`config.mk`:
```
export PLATFORM = sky130hd
export DESIGN_NAME = mlp_feature_loader
export DESIGN_NICKNAME = d
export VERILOG_FILES = /design/src/rtl/mlp_pkg.sv /design/src/rtl/mlp_feature_bank.sv /design/src/rtl/mlp_feature_loader.sv
export SDC_FILE = /design/constraint.sdc
export NUM_CORES = 1
export LEC_CHECK = 0
export BUFFER_PORTS_ARGS = -buffer_cell sky130_fd_sc_hd__buf_2
export CAP_MARGIN = 15
export CORE_MARGIN = 8
export CORE_UTILIZATION = 50
export DETAILED_ROUTE_END_ITERATION = 10
export GPL_TIMING_DRIVEN = 1
export HOLD_SLACK_MARGIN = 0.1
export PLACE_DENSITY = 0.78
export SYNTH_ARGS = -nofsm -noshare
export SYNTH_HDL_FRONTEND = slang
export SYNTH_HIERARCHICAL = 1
export SYNTH_SLANG_ARGS = --single-unit
export TNS_END_PERCENT = 10
```
`constraint.sdc`:
```
create_clock -name clk -period 6.95 [get_ports clk]
set_input_delay 1.0425 -clock clk [delete_from_list [all_inputs] [get_ports clk]]
set_output_delay 1.0425 -clock clk [all_outputs]
set_load 0.01 [all_outputs]
```
`src/rtl/mlp_pkg.sv`:
```
// -----------------------------------------------------------------------------
// mlp_pkg
// Shared types and constants for the MLP front-end blocks.
//   feat_t          : default feature element type (unsigned byte)
//   loader_state_e  : mlp_feature_loader FSM states
//   ERR_CNT_W       : width of the malformed-frame counter
// -----------------------------------------------------------------------------
package mlp_pkg;

    typedef logic [7:0] feat_t;

    // FILL: collecting samples into the write bank.
    // DROP: discarding the tail of an over-long frame until its s_last.
    typedef enum logic {
        FILL = 1'b0,
        DROP = 1'b1
    } loader_state_e;

    localparam int ERR_CNT_W = 16;

endpackage : mlp_pkg

```
`src/rtl/mlp_feature_bank.sv`:
```
// -----------------------------------------------------------------------------
// mlp_feature_bank
// Two D1-entry vector banks with a single element write port and a whole-bank
// read port. Storage has no reset; contents are only meaningful once the
// loader has marked a bank full.
// Ports:
//   clk_i      : clock
//   wr_sel_i   : bank being written
//   wr_idx_i   : element index within the write bank
//   wr_data_i  : element value
//   wr_en_i    : write strobe
//   rd_sel_i   : bank presented on rd_data_o
//   rd_data_o  : full vector of the selected bank
// -----------------------------------------------------------------------------
module mlp_feature_bank
    import mlp_pkg::*;
#(
    parameter type T     = feat_t,
    parameter int  D1    = 8,
    localparam int IDX_W = $clog2(D1)
) (
    input  logic             clk_i,
    input  logic             wr_sel_i,
    input  logic [IDX_W-1:0] wr_idx_i,
    input  T                 wr_data_i,
    input  logic             wr_en_i,
    input  logic             rd_sel_i,
    output T                 rd_data_o [D1]
);

    T mem_q [2][D1];

    always_ff @(posedge clk_i) begin
        if (wr_en_i) begin
            mem_q[wr_sel_i][wr_idx_i] <= wr_data_i;
        end
    end

    assign rd_data_o = mem_q[rd_sel_i];

endmodule : mlp_feature_bank

```
`src/rtl/mlp_feature_loader.sv`:
```
// -----------------------------------------------------------------------------
// mlp_feature_loader
// Packs a stream of sensor samples into D1-element feature vectors for the
// dense layer, double-buffered so one vector can be filled while the other
// waits to be consumed. Malformed frames (s_last early or missing) are
// discarded and counted.
// Handshake: a transfer happens on a rising edge where valid && ready are both
// high; valid never waits on ready, and m_valid/m_data only change after a
// transfer or when a new vector completes.
// Ports:
//   clk, rst_n               : clock, asynchronous active-low reset
//   s_valid/s_ready/s_data/s_last : sample stream in
//   m_valid/m_ready/m_data   : feature vector out (registered, no s_* path)
//   frame_err                : one-cycle pulse per malformed frame
//   err_cnt                  : saturating malformed-frame count
//   dbg_state                : current FSM state, for observation
// -----------------------------------------------------------------------------
module mlp_feature_loader
    import mlp_pkg::*;
#(
    parameter type T  = feat_t,
    parameter int  D1 = 8
) (
    input  logic                 clk,
    input  logic                 rst_n,
    input  logic                 s_valid,
    output logic                 s_ready,
    input  T                     s_data,
    input  logic                 s_last,
    output logic                 m_valid,
    input  logic                 m_ready,
    output T                     m_data [D1],
    output logic                 frame_err,
    output logic [ERR_CNT_W-1:0] err_cnt,
    output loader_state_e        dbg_state
);

    localparam int               IDX_W    = $clog2(D1);
    localparam logic [IDX_W-1:0] IDX_LAST = IDX_W'(D1 - 1);

    loader_state_e        state_q, state_d;
    logic [IDX_W-1:0]     idx_q, idx_d;
    logic                 wsel_q, wsel_d;
    logic                 rsel_q, rsel_d;
    logic [1:0]           full_cnt_q, full_cnt_d;
    logic                 frame_err_q, frame_err_d;
    logic [ERR_CNT_W-1:0] err_cnt_q, err_cnt_d;
    // Holds s_ready low until the first edge after reset release.
    logic                 live_q;

    logic accept;
    logic drain;
    logic complete;
    logic bank_we;

    assign s_ready   = live_q && ((state_q == DROP) || (full_cnt_q != 2'd2));
    assign accept    = s_valid && s_ready;
    assign m_valid   = (full_cnt_q != 2'd0);
    assign drain     = m_valid && m_ready;
    assign frame_err = frame_err_q;
    assign err_cnt   = err_cnt_q;
    assign dbg_state = state_q;

    always_ff @(posedge clk or negedge rst_n) begin
        if (!rst_n) begin
            state_q     <= FILL;
            idx_q       <= '0;
            wsel_q      <= 1'b0;
            rsel_q      <= 1'b0;
            full_cnt_q  <= 2'd0;
            frame_err_q <= 1'b0;
            err_cnt_q   <= '0;
            live_q      <= 1'b0;
        end else begin
            state_q     <= state_d;
            idx_q       <= idx_d;
            wsel_q      <= wsel_d;
            rsel_q      <= rsel_d;
            full_cnt_q  <= full_cnt_d;
            frame_err_q <= frame_err_d;
            err_cnt_q   <= err_cnt_d;
            live_q      <= 1'b1;
        end
    end

    always_comb begin
        state_d     = state_q;
        idx_d       = idx_q;
        wsel_d      = wsel_q;
        frame_err_d = 1'b0;
        complete    = 1'b0;
        bank_we     = 1'b0;

        case (state_q)
            FILL: begin
                if (accept) begin
                    // Writing a sample of a frame that later turns out bad is
                    // harmless: the write bank is never a full one.
                    bank_we = 1'b1;
                    if (idx_q == IDX_LAST) begin
                        idx_d = '0;
                        if (s_last) begin
                            complete = 1'b1;
                            wsel_d   = ~wsel_q;
                        end else begin
                            frame_err_d = 1'b1;
                            state_d     = DROP;
                        end
                    end else if (s_last) begin
                        idx_d       = '0;
                        frame_err_d = 1'b1;
                    end else begin
                        idx_d = idx_q + IDX_W'(1);
                    end
                end
            end
            DROP: begin
                if (accept && s_last) begin
                    state_d = FILL;
                end
            end
            default: state_d = FILL;
        endcase
    end

    always_comb begin
        rsel_d     = drain ? ~rsel_q : rsel_q;
        full_cnt_d = full_cnt_q;
        // A completion and a drain in the same cycle cancel out.
        case ({complete, drain})
            2'b10:   full_cnt_d = full_cnt_q + 2'd1;
            2'b01:   full_cnt_d = full_cnt_q - 2'd1;
            default: full_cnt_d = full_cnt_q;
        endcase
        err_cnt_d = err_cnt_q;
        if (frame_err_d && (err_cnt_q != {ERR_CNT_W{1'b1}})) begin
            err_cnt_d = err_cnt_q + ERR_CNT_W'(1);
        end
    end

    mlp_feature_bank #(
        .T  (T),
        .D1 (D1)
    ) u_bank (
        .clk_i     (clk),
        .wr_sel_i  (wsel_q),
        .wr_idx_i  (idx_q),
        .wr_data_i (s_data),
        .wr_en_i   (bank_we),
        .rd_sel_i  (rsel_q),
        .rd_data_o (m_data)
    );

endmodule : mlp_feature_loader

```
# Word level (Yosys, flattened, before mapping)
# Memory sizes are Yosys's and may differ from the RTL's.
# Cells that the tools add are included.
[totals] word_cells=56 ram_bits=128 rom_bits=0 memories=1 latch_bits=0 ff_bits=26 out_inout_bits=84
[memory_table] memory="u_bank.mem_q" depth=2 word_bits=64 rd=1 rd_ports_with_merged_regs=0 write_ports=1 line="mlp_feature_bank.sv:31" rtl="T mem_q [2][D1];"
[classes] n_bitwise=4 eq_ne=5 n_shift=0 magnitude_cmp=2 reduce_logical=11 addsub=4 n_mux=21 mul=0 div_mod_pow=0
[op_table] cell="64-bit two-way mux" count=1
[op_table] cell="8-bit demux with 3-bit select" count=1
[op_table] cell="16-bit by 1-bit adder with 16-bit output (second input constant)" count=1
[op_table] cell="16-bit inequality test (second input constant)" count=1
[op_table] cell="1-bit two-way mux" count=14
[op_table] cell="8-bit two-way mux" count=1
[op_table] cell="1-bit logical AND" count=6
[op_table] cell="3-bit two-way mux" count=2
[op_table] cell="4-bit >= comparator (second input constant)" count=1
[op_table] cell="4-bit by 1-bit less-than comparator with 1-bit output (second input constant)" count=1
[op_table] cell="3-bit NOT with 4-bit output" count=1
[op_table] cell="2-bit case mux with 2 select lines" count=1
[op_table] cell="4-bit AND reduction" count=1
[op_table] cell="2-bit nonzero test" count=2
[op_table] cell="3-bit by 1-bit adder with 3-bit output (second input constant)" count=1
[op_table] cell="3-bit == test (second input constant)" count=1
[op_table] cell="1-bit NOT" count=3
[op_table] cell="2-bit by 1-bit adder with 2-bit output (second input constant)" count=1
[op_table] cell="2-bit by 1-bit == test with 1-bit output (second input constant)" count=1
[op_table] cell="2-bit == test (second input constant)" count=1
[op_table] cell="2-bit inequality test (second input constant)" count=1
[op_table] cell="1-bit case mux with 2 select lines" count=1
[op_table] cell="2-bit AND reduction" count=1
[op_table] cell="2-bit by 1-bit subtractor with 2-bit output (second input constant)" count=1
[op_table] cell="1-bit logical OR" count=1

# Depth between registers and ports, before layout
# Gate-level depths: netlist of the first run.
[logic_depth] depth_word=8 mapped_depth=8 ltp_nobuf=8

# Hierarchy
# The synthesis of the first run kept the hierarchy.
[by_module_without_submodules] mod="mlp_feature_bank" seq_area_each_um2=3843.7 instances=1 cells_each=226 area_per_inst_um2=5057.4
[by_module_without_submodules] mod="mlp_feature_loader" seq_area_each_um2=650.6 instances=1 cells_each=115 area_per_inst_um2=1297.5

# Least setup slack after synthesis of the first run
# No wires, ideal clock.
[synth_path] path_type="input -> register" startpoint="input s_valid" endpoint="memory u_bank/mem_q[0][24] (netlist bit), enable pin" stages=4 arrival_ns=2.391 required_time_ns=6.555 setup_slack_ns=4.165 cell_sequence="nand4b_1 -> inv_1 -> nand2_1 -> nor4_1"
[synth_via] elab_chain_cells=5
[synth_rtl] item="start, declared" line="mlp_feature_loader.sv:26" rtl="input logic s_valid,"
[synth_rtl] item="1-bit logical AND" line="mlp_feature_loader.sv:57" rtl="assign accept = s_valid && s_ready;"
[synth_rtl] item="1-bit two-way mux" line="mlp_feature_loader.sv:96" rtl="if (accept) begin"
[synth_rtl] item="1-bit two-way mux" line="mlp_feature_loader.sv:94" rtl="case (state_q)"
[synth_rtl] item="net bank_we" line="mlp_feature_loader.sv:54" rtl="logic bank_we;"
[synth_rtl] item="1-bit two-way mux" line="mlp_feature_bank.sv:34" rtl="if (wr_en_i) begin"
[synth_rtl] item="64-bit two-way mux (not written as such)" line="mlp_feature_bank.sv:35" rtl="mem_q[wr_sel_i][wr_idx_i] <= wr_data_i;"
[synth_rtl] item="end, declared" line="mlp_feature_bank.sv:31"
# The timed path passes the listed nets, and every way through them passes these cells.

==> results.ini, run 1 <==
[global_route]
met1_usage_pct=18.9
antenna_found_initial=0
grt_use_met2_pct=25.6
met3_usage_pct=5.88
grt_pass1_vias=3453
grt_overflow=0
grt_max_degree=66
grt.total_usage_pct=15.8
grt_pass1_wl_um=19300
grt_busiest_layer=met2

[floorplanning]
die_area_mm2=0.0166
io_pins=97
core_area_mm2=0.0125
row_count=41
initial_core_util_pct=50.8
die_y_um=129
die_w_um=129

[synth]
async_flop_share_pct=16.9
seq_area_frac_synth_pct=70.7
synth_area_mm2=0.00635
synth_edf_count=128
synth_xor_area_share_pct=2.76
ys_warn_count=6
synthAdderAreaFrac_pct=1.18
synth_top_family_by_area=multiplexers
synth_ff_type=edfxtp_1
syn_avg_cell_area_um2=18.6
yosys.area_share.simple_pct=6.99
synth_seq_cells=154
syn_nets=360
postSynthCellCount=341
synth_compound_area_share_pct=0.591
synth_mux_area_share_pct=15.1
synth.distinct_cells=38

[cells_and_area]
stdcell_area_mm2=0.00756
fin_cells=635
syn2layout_area_growth_pct=19.0
multi_input_comb_area_mm2=0.00170
n_antenna_cell=0
nFillCells=938
nNetsFinal=470
seqCellArea_mm2=0.00450
drive_gt1_share_pct=43.6

[route]
first_pass_iters=4
drc=0
wl_per_cell_um=19.6
routed_wl_um=12500
vias=3281
drt_iter0_markers=254
ant_nets=0
via_per_inst=5.17

[timing]
rsz0062_at_grt=no
fin_tns_setup_ns=0
tightest_slew_ns=1.18
max_freq_ghz=0.305
setup_viol=0
slew_violations=0
relSlewSlack_pct=21.3
finClkSkew_ns=0.0105
fin_crit_ns=3.28
hold_viol=0
post-route-period-util_pct=47.2

[pwr]
p_int_mw=2.02
ir_drop_v=0.000220
p_sw_mw=0.716
pwr_density_cell_mw_per_mm2=363
pwr-share-comb_pct=20.5
clockPowerShare_pct=35.4
power.leakage_nw=3.11
switching_share_pct=26.1
pwr-share-seq_pct=44.0

[critical_path]
path_class=register to output port
cp-end-kind=output port
cp.arrival_ns=2.24
cp.required_ns=5.91
cp-start-kind=register
timing.rr.start=full_cnt_q[0]
rr_endpoint=u_bank/mem_q[1][58]
path_max_fanout=65
ff2ff_setup_slack_ns=4.28
reg2reg_depth=5

[worst_hold_path]
hp-start=full_cnt_q[1]
min_path_cells=1
hp-class=register to register
worstHoldEndpoint=full_cnt_q[1]

[cts]
cts_tree=yes
cts_setup_buffers=0
clock_path_buffers=2
path_clk_slew_ns=0.06
htreeDepth=4
cts_inserted_buffers=17
cts_root_buf=clkbuf_16
ctsHoldBuffers=0
cts.sinks=154
ctsResizeCount=0
clk_latency_ns=0.42

[place]
dpl.cell_count=601
gp_congestion=0.770
hpwl_um=8250
io_buffer_count=96
place_area_mm2=0.00692

[flow_run]
drv_cap=0

[run_status]
status=complete, no violations

[power by group through the flow]
stage / Clock, mW / Combinational, mW / Sequential (mW)
floorplan: 0 / 0.538 / 1.11
global placement: 0 / 0.564 / 1.22
detailed placement: 0 / 0.573 / 1.23
CTS: 0.991 / 0.574 / 1.21
global route: 1.03 / 0.608 / 1.22
finish: 0.971 / 0.563 / 1.21
[kinds of logic after synthesis]
| logic type | after synthesis |
|---|---|
| buf+inv | 13 |
| flops | 154 |
| other cells | 1 |
| mux | 65 |
| xor+xnor | 20 |
| fa+ha+maj | 6 |
| compound gates | 5 |
| simple gates | 77 |
[worst max-delay path, stage by stage, from the launching register on]
cell	delay (ns)
dfrtp_4	1.22
mux2_2	0.45
buf_2	0.15
[sequential cells by signal (all words and copies together), names as in the netlist]
| signal | cells |
|---|---|
| live_q | 1 |
| wsel_q | 1 |
| rsel_q | 1 |
| idx_q | 3 |
| dbg_state | 1 |
| full_cnt_q | 2 |
| u_bank/mem_q | 128 |
| err_cnt | 16 |
| frame_err | 1 |
[routing by layer]
metal  wire length [um]  share of wire, %
met1               5270                42
met2               6130                49
met4                125               1.0
met3                929               7.5
met5                  0                 0
[placed cells by master, fill, tap and decap left out, drive strengths merged, types with 7 or more instances in the layout]
cell,count
mux2,65
nor4,7
buf,100
nor3,16
clkinv,7
clkbuf,18
xor2,17
nand3,11
dfrtp,26
edfxtp,128
nand2,13
nor2,10
[worst max path at each step]
stage	startpoint	end	slack, ns	cells past startpoint
6_report	rsel_q	m_data[55]	3.67	2
5_1_grt	rsel_q	m_data[55]	3.55	2
4_1_cts	rsel_q	m_data[55]	3.62	2
3_5_place_dp	s_valid	u_bank/mem_q[0][53]	3.72	5
3_3_place_gp	s_valid	u_bank/mem_q[0][14]	3.89	5
2_1_floorplan	s_valid	u_bank/mem_q[0][24]	4.16	4
[cell type report]
| class | count | area share [%] |
|---|---|---|
| timing repair buffer | 101 | 6.75 |
| sequential | 154 | 59.5 |
| inverter | 3 | 0.149 |
| multi-input combinational | 174 | 22.4 |
| tap | 172 | 2.85 |
| clock inverter | 14 | 2.70 |
| clock buffer | 17 | 5.63 |
[cell usage after synthesis (all sizes together) (3+ instances only)]
master / count / area [um^2]
edfxtp: 128 / 3840
mux2: 65 / 961
dfrtp: 26 / 651
xor2: 17 / 149
nor3: 16 / 80.1
nand2: 13 / 51.3
nand3: 11 / 55.1
nor2: 10 / 40.0
buf: 9 / 148
nor4: 7 / 58.8
ha: 6 / 75.1
nand2b: 4 / 25.0
inv: 3 / 11.3
nand4: 3 / 25.0
xnor2: 3 / 26.3
[through the flow]
stage	worst slack, ns	hold slack (ns)	utilization, %	total power, mW
after global placement	3.89	0.472	55.3	1.78
after CTS	3.62	0.499	60.3	2.77
after floorplan	4.16	0.444	-	1.65
after detailed placement	3.72	0.487	55.3	1.80
final	3.67	0.498	60.4	2.74
after global routing	3.55	0.519	60.4	2.86
Power figures use the tool's default switching activity.
==> inputs of run 2 (changes only) <==
- clock period: 6.95 -> 3.25 ns (I/O delays scaled with it)
==> run 2 against run 1 <==
  * Die area stayed put
  * Register-to-register slack lost 3.5 ns
  * Worst hold slack lost 0.15 ns
  * Flip-flop and latch count unchanged
  * Sequential share of layout area decreased by 0.25 points
  * Via count increased by 1.3%
  * Non-clock buffer count increased by 7
  * Utilization up 0.25 points
  * First-iteration DRC count shrank 3.1%
  * Critical endpoint unchanged
  * Highest routed layer is now met5
==> results.ini, run 2 (synthesized netlist as in run 1, its figures left out) <==
[run_status]
status=complete, no violations

[route]
wl_per_cell_um=19.2  ; -2.2%
vias=3323  ; +1.3%
via_per_inst=5.17  ; about the same
routed_wl_um=12300  ; -1.0%
drc=0  ; unchanged
drt_iter0_markers=246  ; -3.1%
ant_nets=0  ; unchanged
first_pass_iters=5  ; +1

[cells_and_area]
nNetsFinal=477  ; +1.5%
final_util_pct=60.7  ; +0.25 points
multi_input_comb_area_mm2=0.00170  ; unchanged
largest_register_ffs=128  ; unchanged
nFillCells=942  ; +0.43%
max_flop_register=u_bank/mem_q
syn2layout_area_growth_pct=19.5
final_cell_mix=edfxtp_1, buf_2, mux2_4, dfrtp_1
seqCellArea_mm2=0.00450  ; unchanged
drive_gt1_share_pct=44.2  ; +0.53 points
n_antenna_cell=0  ; unchanged
final_common_cell=edfxtp_1
fin_cells=643  ; +1.3%

[timing]
relSlewSlack_pct=42.9  ; +22 points
fin_crit_ns=2.66
slew_violations=0  ; unchanged
finClkSkew_ns=0.00737  ; -0.00312 ns
hold_viol=0  ; unchanged
post-route-period-util_pct=81.9
setup_viol=0  ; unchanged
fin_tns_setup_ns=0  ; unchanged
tightest_slew_ns=0.854  ; -0.327 ns
rsz0062_at_grt=no
max_freq_ghz=0.376

[pwr]
ir_drop_v=0.000411  ; +87%
power.leakage_nw=3.12  ; +0.20%
p_total_mw=5.72  ; +110%
pwr_density_cell_mw_per_mm2=754  ; +110%

[worst_hold_path]
hp-start=s_valid
min_path_cells=2  ; +1
hp-class=primary input to register
worstHoldEndpoint=dbg_state

[global_route]
grt.total_usage_pct=15.3  ; -0.53 points
grt_pass1_wl_um=19000  ; -1.8%
grt_max_degree=44  ; -33%
grt_overflow=0  ; unchanged
grt_pass1_vias=3526  ; +2.1%
antenna_found_initial=1  ; +1

[cts]
htreeDepth=4  ; unchanged
path_clk_slew_ns=0.06  ; about the same
clk_latency_ns=0.41  ; about the same
cts_tree=yes
cts_inserted_buffers=17  ; unchanged
cts.sinks=154  ; unchanged
clock_path_buffers=2  ; unchanged
cts_root_buf=clkbuf_16
cts_setup_buffers=0  ; unchanged

[critical_path]
cp-end-kind=output port
timing.rr.start=idx_q[1]
cp-start-kind=register
cp.required_ns=2.76  ; -3.15 ns
rr_endpoint=err_cnt[15]
cp_slowest_cell=dfrtp_4
cp.arrival_ns=2.17  ; -0.07 ns
slowest_delay_ns=0.95  ; -0.27 ns
reg2reg_depth=7  ; +2
path_class=register to output port
ff2ff_setup_slack_ns=0.76  ; -3.52 ns
critical_path.cell_chain=buf_12 > mux2_2 > buf_2
path_max_fanout=43  ; -34%

[floorplanning]
die_y_um=129  ; unchanged
core_area_mm2=0.0125  ; unchanged
io_pins=97  ; unchanged
die_w_um=129  ; unchanged
row_count=41  ; unchanged
die_area_mm2=0.0166  ; unchanged
initial_core_util_pct=50.8  ; unchanged

[place]
io_buffer_count=96  ; unchanged
gp_congestion=0.791  ; +2.7%
hpwl_um=8070  ; -2.1%
dpl.cell_count=610  ; +1.5%

[flow_run]
drv_cap=0  ; unchanged

[run 2: changes by cell type in the layout (fill, tap and decap cells not counted), moves of 2 or more]
cell        change
buf_4           +8
clkinvlp_4      +4
buf_2           -2
bufinv_16       -2
clkbuf_1        +2
clkinv_4        -2
[run 2: power breakdown]
part	leakage, nW	total [mW]	switching [mW]	internal, mW
clock network	0.266	1.93	0.737	1.20
logic	1.35	1.28	0.551	0.733
registers	1.50	2.51	0.251	2.25
[run 2: final cells by class]
class                      instances  area share [%]
clock buffer                      19            5.70
clock inverter                    13            2.01
inverter                           3           0.148
multi-input combinational        174            22.3
sequential                       154            59.2
tap                              172            2.83
timing repair buffer             108            7.71
[run 2: routing by layer]
layer,wire length (um),GRT usage (%),vias up
li1,-,-,1539
met1,5260,18.4,1652
met2,6040,25.0,118
met3,913,5.05,12
met4,112,5.81,2
met5,8,0,-
[run 2: per-stage QoR]
stage / hold slack (ns) / cell area (um^2) / setup slack [ns]
after floorplan: 0.192 / 6350 / 0.908
after global placement: 0.473 / 7000 / 0.933
after detailed placement: 0.473 / 7000 / 0.792
after CTS: 0.336 / 7590 / 0.554
after global routing: 0.356 / 7590 / 0.497
final: 0.349 / 7590 / 0.589
[run 2: critical path: cells and delay by family (launching register included)]
family	cells	cell delay (ns)
DFF	1	0.95
buffers and inverters	2	0.43
muxes	1	0.35
[run 2: timing repair]
action / CTS / global route
hold endpoints to repair: 26 / 0
gates resized for setup: 0 / 0
hold buffers: 1 / 0
[run 2: how the worst max path moves through the flow]
stage	from	endpoint	slack [ns]	cells after the start
6_report	rsel_q	m_data[55]	0.59	3
5_1_grt	rsel_q	m_data[55]	0.50	3
4_1_cts	rsel_q	m_data[55]	0.55	3
3_5_place_dp	idx_q[1]	err_cnt[15]	0.79	7
3_3_place_gp	idx_q[1]	err_cnt[1]	0.93	7
2_1_floorplan	full_cnt_q[0]	u_bank/mem_q[0][24]	0.91	5
